File: config.mk
export PLATFORM = sky130hd
export DESIGN_NAME = sprite_motion_ctrl
export DESIGN_NICKNAME = d
export VERILOG_FILES = /design/src/rtl/sprite_motion_ctrl.sv
export SDC_FILE = /design/constraint.sdc
export NUM_CORES = 1
export LEC_CHECK = 0
export BUFFER_PORTS_ARGS = -buffer_cell sky130_fd_sc_hd__buf_4
export CAP_MARGIN = 10
export CORE_MARGIN = 2
export CORE_UTILIZATION = 54
export CTS_BUF_LIST = sky130_fd_sc_hd__clkbuf_8 sky130_fd_sc_hd__clkbuf_16
export CTS_CLUSTER_SIZE = 28
export DETAILED_ROUTE_END_ITERATION = 8
export GPL_ROUTABILITY_DRIVEN = 0
export PLACE_DENSITY = 0.77
export RECOVER_POWER = 100
export SYNTH_ARGS = -nofsm -noshare
export SYNTH_HDL_FRONTEND = slang
export SYNTH_SLANG_ARGS = --single-unit
export TNS_END_PERCENT = 1
File: constraint.sdc
create_clock -name iVGA_CLK -period 3.4 [get_ports iVGA_CLK]
set_input_delay 0.51 -clock iVGA_CLK [delete_from_list [all_inputs] [get_ports iVGA_CLK]]
set_output_delay 0.51 -clock iVGA_CLK [all_outputs]
set_load 0.02 [all_outputs]
File: src/rtl/sprite_motion_ctrl.sv
// Frame-synchronous sprite position controller: samples buttons on the vsync
// falling edge and commits clamped X/Y inside blanking. Define SPRITE_WRAP_EN to wrap.
module sprite_motion_ctrl #(
   parameter int SCREEN_W        = 640,
   parameter int SCREEN_H        = 480,
   parameter int SPRITE_W        = 50,
   parameter int SPRITE_H        = 50,
   parameter int STEP            = 1,
   parameter int FRAMES_PER_MOVE = 2,
   parameter int INIT_X          = 40,
   parameter int INIT_Y          = 1
) (
   input  logic        iVGA_CLK,
   input  logic        iRST,
   input  logic        iVS,
   input  logic        mLeft,
   input  logic        mRight,
   input  logic        mUp,
   input  logic        mDown,
   input  logic        iHold,
   output logic [9:0]  oPosX,
   output logic [8:0]  oPosY,
   output logic        oUpdate,
   output logic [15:0] oFrameCnt
);
   localparam logic signed [11:0] MAX_X  = 12'(SCREEN_W - SPRITE_W);
   localparam logic signed [11:0] MAX_Y  = 12'(SCREEN_H - SPRITE_H);
   localparam logic signed [11:0] STEP_S = 12'(STEP);
   localparam int                 PRE_W  = (FRAMES_PER_MOVE > 1) ? $clog2(FRAMES_PER_MOVE) : 1;
   localparam logic [PRE_W-1:0]   PRE_LAST = PRE_W'(FRAMES_PER_MOVE - 1);

   typedef enum logic [1:0] {IDLE, SAMPLE, CALC, COMMIT} state_t;

   state_t             state;
   logic [3:0]         sync1, sync2;   // {left, right, up, down}, active-low
   logic               vs_prev;
   logic [PRE_W-1:0]   presc;
   logic               dir_l, dir_r, dir_u, dir_d;
   logic [9:0]         next_x;
   logic [8:0]         next_y;
   logic               frame_edge;
   logic signed [11:0] dx, dy, sum_x, sum_y;
   logic [9:0]         lim_x;
   logic [8:0]         lim_y;

   assign frame_edge = vs_prev & ~iVS;

   always_comb begin
      dx = '0;
      dy = '0;
      if (dir_r && !dir_l) dx = STEP_S;
      else if (dir_l && !dir_r) dx = -STEP_S;
      if (dir_d && !dir_u) dy = STEP_S;
      else if (dir_u && !dir_d) dy = -STEP_S;
      sum_x = $signed({2'b00, oPosX}) + dx;
      sum_y = $signed({3'b000, oPosY}) + dy;
   end

   // Out-of-range results either saturate at the edge or wrap to the far edge.
   always_comb begin
      lim_x = sum_x[9:0];
      lim_y = sum_y[8:0];
`ifdef SPRITE_WRAP_EN
      if (sum_x < 12'sd0)      lim_x = MAX_X[9:0];
      else if (sum_x > MAX_X)  lim_x = '0;
      if (sum_y < 12'sd0)      lim_y = MAX_Y[8:0];
      else if (sum_y > MAX_Y)  lim_y = '0;
`else
      if (sum_x < 12'sd0)      lim_x = '0;
      else if (sum_x > MAX_X)  lim_x = MAX_X[9:0];
      if (sum_y < 12'sd0)      lim_y = '0;
      else if (sum_y > MAX_Y)  lim_y = MAX_Y[8:0];
`endif
   end

   always_ff @(posedge iVGA_CLK or posedge iRST) begin
      if (iRST) begin
         state     <= IDLE;
         sync1     <= 4'hF;
         sync2     <= 4'hF;
         vs_prev   <= 1'b1;
         presc     <= '0;
         dir_l     <= 1'b0;
         dir_r     <= 1'b0;
         dir_u     <= 1'b0;
         dir_d     <= 1'b0;
         next_x    <= 10'(INIT_X);
         next_y    <= 9'(INIT_Y);
         oPosX     <= 10'(INIT_X);
         oPosY     <= 9'(INIT_Y);
         oUpdate   <= 1'b0;
         oFrameCnt <= '0;
      end else begin
         sync1   <= {mLeft, mRight, mUp, mDown};
         sync2   <= sync1;
         vs_prev <= iVS;
         oUpdate <= 1'b0;
         if (frame_edge) oFrameCnt <= oFrameCnt + 16'd1;
         case (state)
            IDLE: if (frame_edge) state <= SAMPLE;
            SAMPLE: begin
               {dir_l, dir_r, dir_u, dir_d} <= ~sync2;
               if (iHold) begin
                  presc <= '0;
                  state <= IDLE;
               end else if (presc != PRE_LAST) begin
                  presc <= presc + 1'b1;
                  state <= IDLE;
               end else begin
                  presc <= '0;
                  state <= CALC;
               end
            end
            CALC: begin
               next_x <= lim_x;
               next_y <= lim_y;
               state  <= COMMIT;
            end
            COMMIT: begin
               oPosX   <= next_x;
               oPosY   <= next_y;
               oUpdate <= (next_x != oPosX) || (next_y != oPosY);
               state   <= IDLE;
            end
            default: state <= IDLE;
         endcase
      end
   end
endmodule

==> results.yml, run 1 <==
floorplan:
  floorplan.die_area_sq_um: 8659
  dieHeight_um: 93.06
  pin_count: 44
  core_area_sq_um: 7687
  placement_rows: 32
  die_w_um: 93.06
  floorplan.initialDensity_pct: 55.71
detailed_routing:
  drtIter0Drc: 230
  vias: 3331
  wl_mm: 9.205
  avg_vias_per_cell: 5.854
  firstDrtPassIters: 5
  antenna_violating_nets_post_route: 0
  avgRoutedWirePerCell_um: 16.18
  drc: 0
global_routing:
  globalRouteTotalUtil_pct: 22.39
  grt_overflow_total: 0
  number_of_antenna_violations_at_the_first_check_in_global_routing: 0
  number_of_global_route_vias_before_repair: 3118
  grt_first_pass_wirelength_mm: 15.30
  grt_start_max_net_pins: 48
cts:
  clk_latency_ns: 0.36
  ctsHtreeMaxLevel: 3
  clk_transition_reported_paths_ns: 0.08
  numCtsBuffers: 9
  clockBufferDepth: 2
  cts-root-buf: "sky130_fd_sc_hd__clkbuf_8"
  cts_tree: "built"
  cts_num_sinks: 71
synthesis:
  ys_types: 66
  synth.largest_area_cell: "sky130_fd_sc_hd__dfrtp_1"
  synth-seq-cells: 71
  syn_area_sq_um: 4283
  yosys.area.top_type_share_pct: 32.72
  synth.net_count: 446
  netlist_instances: 428
  synth_sequential_area_ratio_pct: 41.92
  synth_edf_count: 0
  synth.avg_cell_area_sq_um: 10.01
  async_s_r_ff_share_synth_pct: 100.0
  yosys_warnings: 0
  cell_types_occupying_the_most_area_after_synthesis: "sky130_fd_sc_hd__dfrtp_1 (33%), sky130_fd_sc_hd__dfstp_2 (9.2%), sky130_fd_sc_hd__xnor2_1 (8.4%)"
  yosys_most_used_dff: "sky130_fd_sc_hd__dfrtp_1"
timing:
  totalNegativeSetupSlack_ns: 0
  period_needed_ns: 3.159
  timing.final.max_slew_violations: 48
  fmax_mhz: 316.5
  slew_headroom_pct: -65.41
  fin_worst_skew_ns: 0.005832
  grt_setup_unrepaired: "no"
  report.final.setup_viol: 0
  timing.final.crit_share_pct: 92.92
  hold_viol_final: 0
  worst_pin_slew_ns: 2.481
  finalHoldWorstSlack_ns: 0.2484
pwr:
  report.power.total_uw: 4788
  leakage_uw: 0.002060
  power.density_nw_per_um2: 1006
  ir_worst_vdd_mv: 0.5873
hold_path:
  hold-path-endpoint: "sync1[1]$_DFF_PP1_"
  hold_start: "mUp"
  worstHoldPathType: "in -> reg"
  hold_depth: 1
setup_path:
  arrival_ns: 3.38
  startpoint_type: "flip-flop"
  path_max_fanout: 8
  r2r_slack_ns: 0.24
  worstPathRequired_ns: 3.62
  rr_startpoint: "dir_l$_DFFE_PP0P_"
  worst_setup_path_end_kind: "flip-flop"
  crit_type: "reg -> reg"
  ff_to_ff_path_depth: 12
  worst_r2r_endpoint: "next_x[1]$_DFFE_PP0P_"
placed_design:
  place_hpwl_mm: 6.532
  numPortBuffers: 43
layout:
  growth_of_design_area_from_synthesis_to_finish_pct: 11.19
  antenna_cells: 0
  num-fill-cells: 670
  share_of_post_route_cells_with_drive_strength_above_1_pct: 17.56
  seqCellArea_sq_um: 1795
  num-nets-final: 480
  multiInputGateArea_sq_um: 2287
  final_core_utilization_pct: 61.95
status:
  status: "complete, but fails checks"
  violated_checks: "capacitance limit, slew limit"
flow_run:
  drv_cap: 1
-- routing by layer --
layer	part of all wire (%)	vias up	GRT usage, %
met5	0	-	0
met3	5.1	11	5.077
li1	-	1602	-
met4	1.3	0	6.250
met1	45	1622	30.68
met2	48	96	35.99
-- sequential cells by signal (all words and copies together) (netlist names), named ones only --
name       flops
oFrameCnt     16
oPosY          9
vs_prev        1
next_x        10
oUpdate        1
dir_l          1
presc          1
dir_d          1
dir_r          1
oPosX         10
dir_u          1
sync2          4
next_y         9
sync1          4
state          1
-- area by class of cell --
cell class	instances	area share (%)
Multi-Input combinational cell	316	48.03
Sequential cell	71	37.70
Timing Repair Buffer	52	5.360
Clock inverter	7	2.680
Tap cell	102	2.680
Clock buffer	9	2.601
Inverter	12	0.9459
-- Yosys cell counts (all sizes together) (7+ instances only) --
master,instances
ha,10
buf,11
dfstp,15
xor2,15
xnor2,41
nand3,8
o21ai,21
nor2,25
clkbuf,17
nor2b,9
dfrtp,56
nand4,11
inv,12
a21oi,19
mux2,20
nand2,44
a32o,7
-- metrics by stage --
step	instances	area (sq um)	worst slack, ns
floorplan	428	4285	0.07156
global placement	553	4632	0.3034
detailed placement	553	4632	0.2403
CTS	569	4883	0.2051
global route	569	4762	0.002746
finish	569	4762	0.2409
-- what timing repair did --
action	CTS	global route
hold buffers	0	0
buffers inserted	0	0
resized for setup	0	3
endpoints found under the setup margin	0	12
-- worst max-delay path by stage --
stage | cells after the start | endpoint | slack, ns | from
final | 12 | next_x[1]$_DFFE_PP0P_ | 0.24 | dir_l$_DFFE_PP0P_
after global routing | 13 | next_x[8]$_DFFE_PP0P_ | 0.003 | dir_r$_DFFE_PP0P_
after CTS | 12 | next_x[8]$_DFFE_PP0P_ | 0.21 | dir_l$_DFFE_PP0P_
after floorplan | 15 | next_x[0]$_DFFE_PP0P_ | 0.07 | dir_r$_DFFE_PP0P_
after detailed placement | 12 | next_x[1]$_DFFE_PP0P_ | 0.24 | dir_l$_DFFE_PP0P_
after global placement | 12 | next_x[2]$_DFFE_PP0P_ | 0.30 | dir_l$_DFFE_PP0P_
-- cells in the final DEF (no fill, tap or decap), types with 4 or more instances in the layout --
cell type and count:
sky130_fd_sc_hd__dfstp_2 12, sky130_fd_sc_hd__nand4_1 11, sky130_fd_sc_hd__ha_1 10, sky130_fd_sc_hd__clkbuf_8 9, sky130_fd_sc_hd__dfrtp_1 56, sky130_fd_sc_hd__nand2b_1 5, sky130_fd_sc_hd__mux2_2 20, sky130_fd_sc_hd__xnor2_1 40
sky130_fd_sc_hd__a32o_1 7, sky130_fd_sc_hd__a21o_1 5, sky130_fd_sc_hd__a21oi_1 18, sky130_fd_sc_hd__nand2_1 44, sky130_fd_sc_hd__a221o_1 4, sky130_fd_sc_hd__clkbuf_1 36, sky130_fd_sc_hd__nand3_1 8, sky130_fd_sc_hd__nor3_1 6
sky130_fd_sc_hd__xor2_1 13, sky130_fd_sc_hd__clkbuf_4 6, sky130_fd_sc_hd__nor2b_1 9, sky130_fd_sc_hd__nor2_1 25, sky130_fd_sc_hd__o211ai_1 5, sky130_fd_sc_hd__o21ai_0 21, sky130_fd_sc_hd__buf_4 10, sky130_fd_sc_hd__inv_1 12
sky130_fd_sc_hd__nand3b_1 4
-- worst max-delay path, cell delays in order (launching register included) --
cell,delay (ns)
sky130_fd_sc_hd__dfrtp_1,0.40
sky130_fd_sc_hd__ha_1,0.30
sky130_fd_sc_hd__inv_1,0.09
sky130_fd_sc_hd__ha_1,0.26
sky130_fd_sc_hd__ha_1,0.23
sky130_fd_sc_hd__or3_1,0.11
sky130_fd_sc_hd__a21oi_1,0.07
sky130_fd_sc_hd__or3_1,0.42
sky130_fd_sc_hd__o21a_1,0.27
sky130_fd_sc_hd__xor2_2,0.17
sky130_fd_sc_hd__xnor2_2,0.18
sky130_fd_sc_hd__o31ai_4,0.35
sky130_fd_sc_hd__a32oi_1,0.15
-- power breakdown --
group	total, uW	switching [uW]	leakage [uW]	internal [uW]
Clock	852	353	0.000126	498
Combinational	2380	1370	0.00103	1010
Sequential	1550	431	0.000899	1120
Total	4790	2160	0.00206	2630
-- cells by family after synthesis --
| kind of cell | Yosys count | share of synthesized area, % |
|---|---|---|
| buffers and inverters | 41 | 4.995 |
| adder cells (fa/ha/maj) | 10 | 2.921 |
| multiplexers | 20 | 5.259 |
| AO/OA/AOI/OAI | 101 | 17.79 |
| AND/OR/NAND/NOR | 129 | 15.31 |
| XOR/XNOR | 56 | 11.80 |
| flip-flops | 71 | 41.92 |
Note: power is estimated with default switching activity, not from simulation.
==> run 2, diff against run 1 <==
--- a/config.mk
+++ b/config.mk
@@ -13,7 +13,7 @@
 export CTS_CLUSTER_SIZE = 28
 export DETAILED_ROUTE_END_ITERATION = 8
 export GPL_ROUTABILITY_DRIVEN = 0
-export PLACE_DENSITY = 0.77
+export PLACE_DENSITY_LB_ADDON = 0.05
 export RECOVER_POWER = 100
 export SYNTH_ARGS = -nofsm -noshare
 export SYNTH_HDL_FRONTEND = slang
==> results.yml, run 2 (synthesis results as in run 1) <==
setup_path:
  rr_startpoint: "dir_l$_DFFE_PP0P_"
  startpoint_type: "flip-flop"
  worstSetupStartpoint: "dir_l$_DFFE_PP0P_"
  path_max_fanout: 8
  ff_to_ff_path_depth: 12
  r2r_slack_ns: 0.23
  worstPathRequired_ns: 3.63
  arrival_ns: 3.40
  crit_end: "next_x[4]$_DFFE_PP0P_"
  crit_type: "reg -> reg"
  worst_setup_path_end_kind: "flip-flop"
  worst_r2r_endpoint: "next_x[4]$_DFFE_PP0P_"
floorplan:
  floorplan.initialDensity_pct: 55.71
  pin_count: 44
  dieHeight_um: 93.06
  placement_rows: 32
  die_w_um: 93.06
  core_area_sq_um: 7687
  floorplan.die_area_sq_um: 8659
hold_path:
  worstHoldPathType: "in -> reg"
timing:
  fin_worst_skew_ns: 0.01190
  slew_headroom_pct: -12.26
  worst_pin_slew_ns: 1.684
  period_needed_ns: 3.173
  hold_viol_final: 0
  report.final.setup_viol: 0
  timing.final.crit_share_pct: 93.31
  grt_setup_unrepaired: "no"
  fmax_mhz: 315.2
  timing.final.max_slew_violations: 72
  totalNegativeSetupSlack_ns: 0
layout:
  antenna_cells: 0
  largest_register: "oFrameCnt"
  final_cell_count_no_fill: 569
  largest_reg_flops: 16
  share_of_post_route_cells_with_drive_strength_above_1_pct: 17.34
  num-fill-cells: 703
  growth_of_design_area_from_synthesis_to_finish_pct: 10.28
  layout_commonest_cell: "sky130_fd_sc_hd__dfrtp_1"
  seqCellArea_sq_um: 1795
  largestRegisters: "oFrameCnt: 16 flops, next_x: 10 flops, oPosX: 10 flops"
  multiInputGateArea_sq_um: 2271
  layout.cells.most_common_list: "sky130_fd_sc_hd__dfrtp_1 (56), sky130_fd_sc_hd__nand2_1 (44), sky130_fd_sc_hd__xnor2_1 (41), sky130_fd_sc_hd__clkbuf_1 (35), sky130_fd_sc_hd__nor2_1 (25)"
  num-nets-final: 480
cts:
  clk_transition_reported_paths_ns: 0.08
  cts-root-buf: "sky130_fd_sc_hd__clkbuf_8"
  numCtsBuffers: 9
  post_cts_hold_buffer_count: 0
  cts_tree: "built"
  ctsHtreeMaxLevel: 3
  clk_latency_ns: 0.34
  cts_num_sinks: 71
  cts_setup_buffers: 0
  clockBufferDepth: 2
pwr:
  p_sw_share_pct: 45.19
  power.density_nw_per_um2: 990.1
  power.switching_uw: 2113
  power.internal_uw: 2563
  ir_worst_vdd_mv: 0.5649
  power_frac_seq_pct: 32.9
  combinationalPowerShare_pct: 50.7
  leakage_uw: 0.002043
  power_frac_clock_pct: 16.5
global_routing:
  number_of_global_route_vias_before_repair: 3029
  globalRouteTotalUtil_pct: 21.85
  grt_overflow_total: 0
  number_of_antenna_violations_at_the_first_check_in_global_routing: 0
  grt_first_pass_wirelength_mm: 15.05
  grt_start_max_net_pins: 72
detailed_routing:
  wl_mm: 8.814
  avgRoutedWirePerCell_um: 15.49
  antenna_violating_nets_post_route: 0
  drtIter0Drc: 147
  vias: 3271
  firstDrtPassIters: 4
  avg_vias_per_cell: 5.749
  drc: 0
flow_run:
  drv_cap: 1
status:
  violated_checks: "capacitance limit, slew limit"
  status: "complete, but fails checks"
placed_design:
  place_inst: 553
  place_hpwl_mm: 6.366
  numPortBuffers: 43
==> run 2: cell count changes in the layout (fill, tap and decap cells not counted), sizes merged <==
cell / before / now
clkinvlp: 0 / 1
bufinv: 3 / 2
buf: 10 / 11
inv: 15 / 14
==> run 2: final cells by class <==
type | instances | share of cell area [%]
Multi-Input combinational cell | 316 | 48.08
Sequential cell | 71 | 38.01
Timing Repair Buffer | 52 | 5.430
Clock buffer | 10 | 2.914
Tap cell | 102 | 2.702
Clock inverter | 6 | 1.907
Inverter | 12 | 0.9536
==> run 2: per-layer routing <==
layer  up-vias  global-route usage (%)  routed length (um)
met5         -                       0                   0
met4         0                   6.863                  85
met3         8                   3.626                 459
met2        89                   31.10                3877
met1      1579                   33.99                4391
li1       1595                       -                   -
==> run 2: stage by stage <==
| stage | util (%) | worst slack (ns) | hold WS, ns | cell area, sq um | total power, uW |
|---|---|---|---|---|---|
| 2_1_floorplan | - | 0.07156 | 0.3452 | 4285 | 3412 |
| 3_3_place_gp | 60.42 | 0.3151 | 0.3461 | 4644 | 4006 |
| 3_5_place_dp | 60.42 | 0.1798 | 0.3468 | 4644 | 4024 |
| 4_1_cts | 63.38 | 0.1558 | 0.2481 | 4872 | 4810 |
| 5_1_grt | 61.44 | 0.002857 | 0.2545 | 4723 | 5038 |
| 6_report | 61.44 | 0.2274 | 0.2640 | 4723 | 4677 |
==> run 2: worst min path at each step <==
stage                             startpoint                  endpoint  cells past startpoint
final                                    iVS         vs_prev$_DFF_PP1_                      1
after detailed placement  sync1[0]$_DFF_PP1_        sync2[0]$_DFF_PP1_                      0
after global routing                     mUp        sync1[1]$_DFF_PP1_                      1
after floorplan           sync1[0]$_DFF_PP1_        sync2[0]$_DFF_PP1_                      0
after CTS                               iRST  oFrameCnt[8]$_DFFE_PP0P_                      3
after global placement    sync1[2]$_DFF_PP1_        sync2[2]$_DFF_PP1_                      0
==> run 2: critical path: stages, from the launching register on <==
cell and delay (ns):
sky130_fd_sc_hd__dfrtp_1 0.40, sky130_fd_sc_hd__ha_1 0.29, sky130_fd_sc_hd__inv_1 0.07, sky130_fd_sc_hd__ha_1 0.25, sky130_fd_sc_hd__ha_1 0.21, sky130_fd_sc_hd__or3_1 0.11
sky130_fd_sc_hd__a21oi_1 0.08, sky130_fd_sc_hd__or3_1 0.43, sky130_fd_sc_hd__o21a_1 0.25, sky130_fd_sc_hd__xor2_1 0.17, sky130_fd_sc_hd__xnor2_1 0.37, sky130_fd_sc_hd__o31ai_4 0.15
sky130_fd_sc_hd__a32o_1 0.29
==> run 2: repair_timing <==
action | CTS | global route
endpoints found under the hold margin | 0 | 0
resized for setup | 0 | 1
endpoints found under the setup margin | 0 | 11
==> run 2: power by group through the flow <==
stage | combinational [uW] | sequential [uW] | clock [uW]
after floorplan | 1920 | 1490 | 0
after global placement | 2450 | 1550 | 0
after detailed placement | 2460 | 1560 | 0
after CTS | 2480 | 1550 | 783
after global routing | 2620 | 1600 | 826
final | 2370 | 1540 | 770
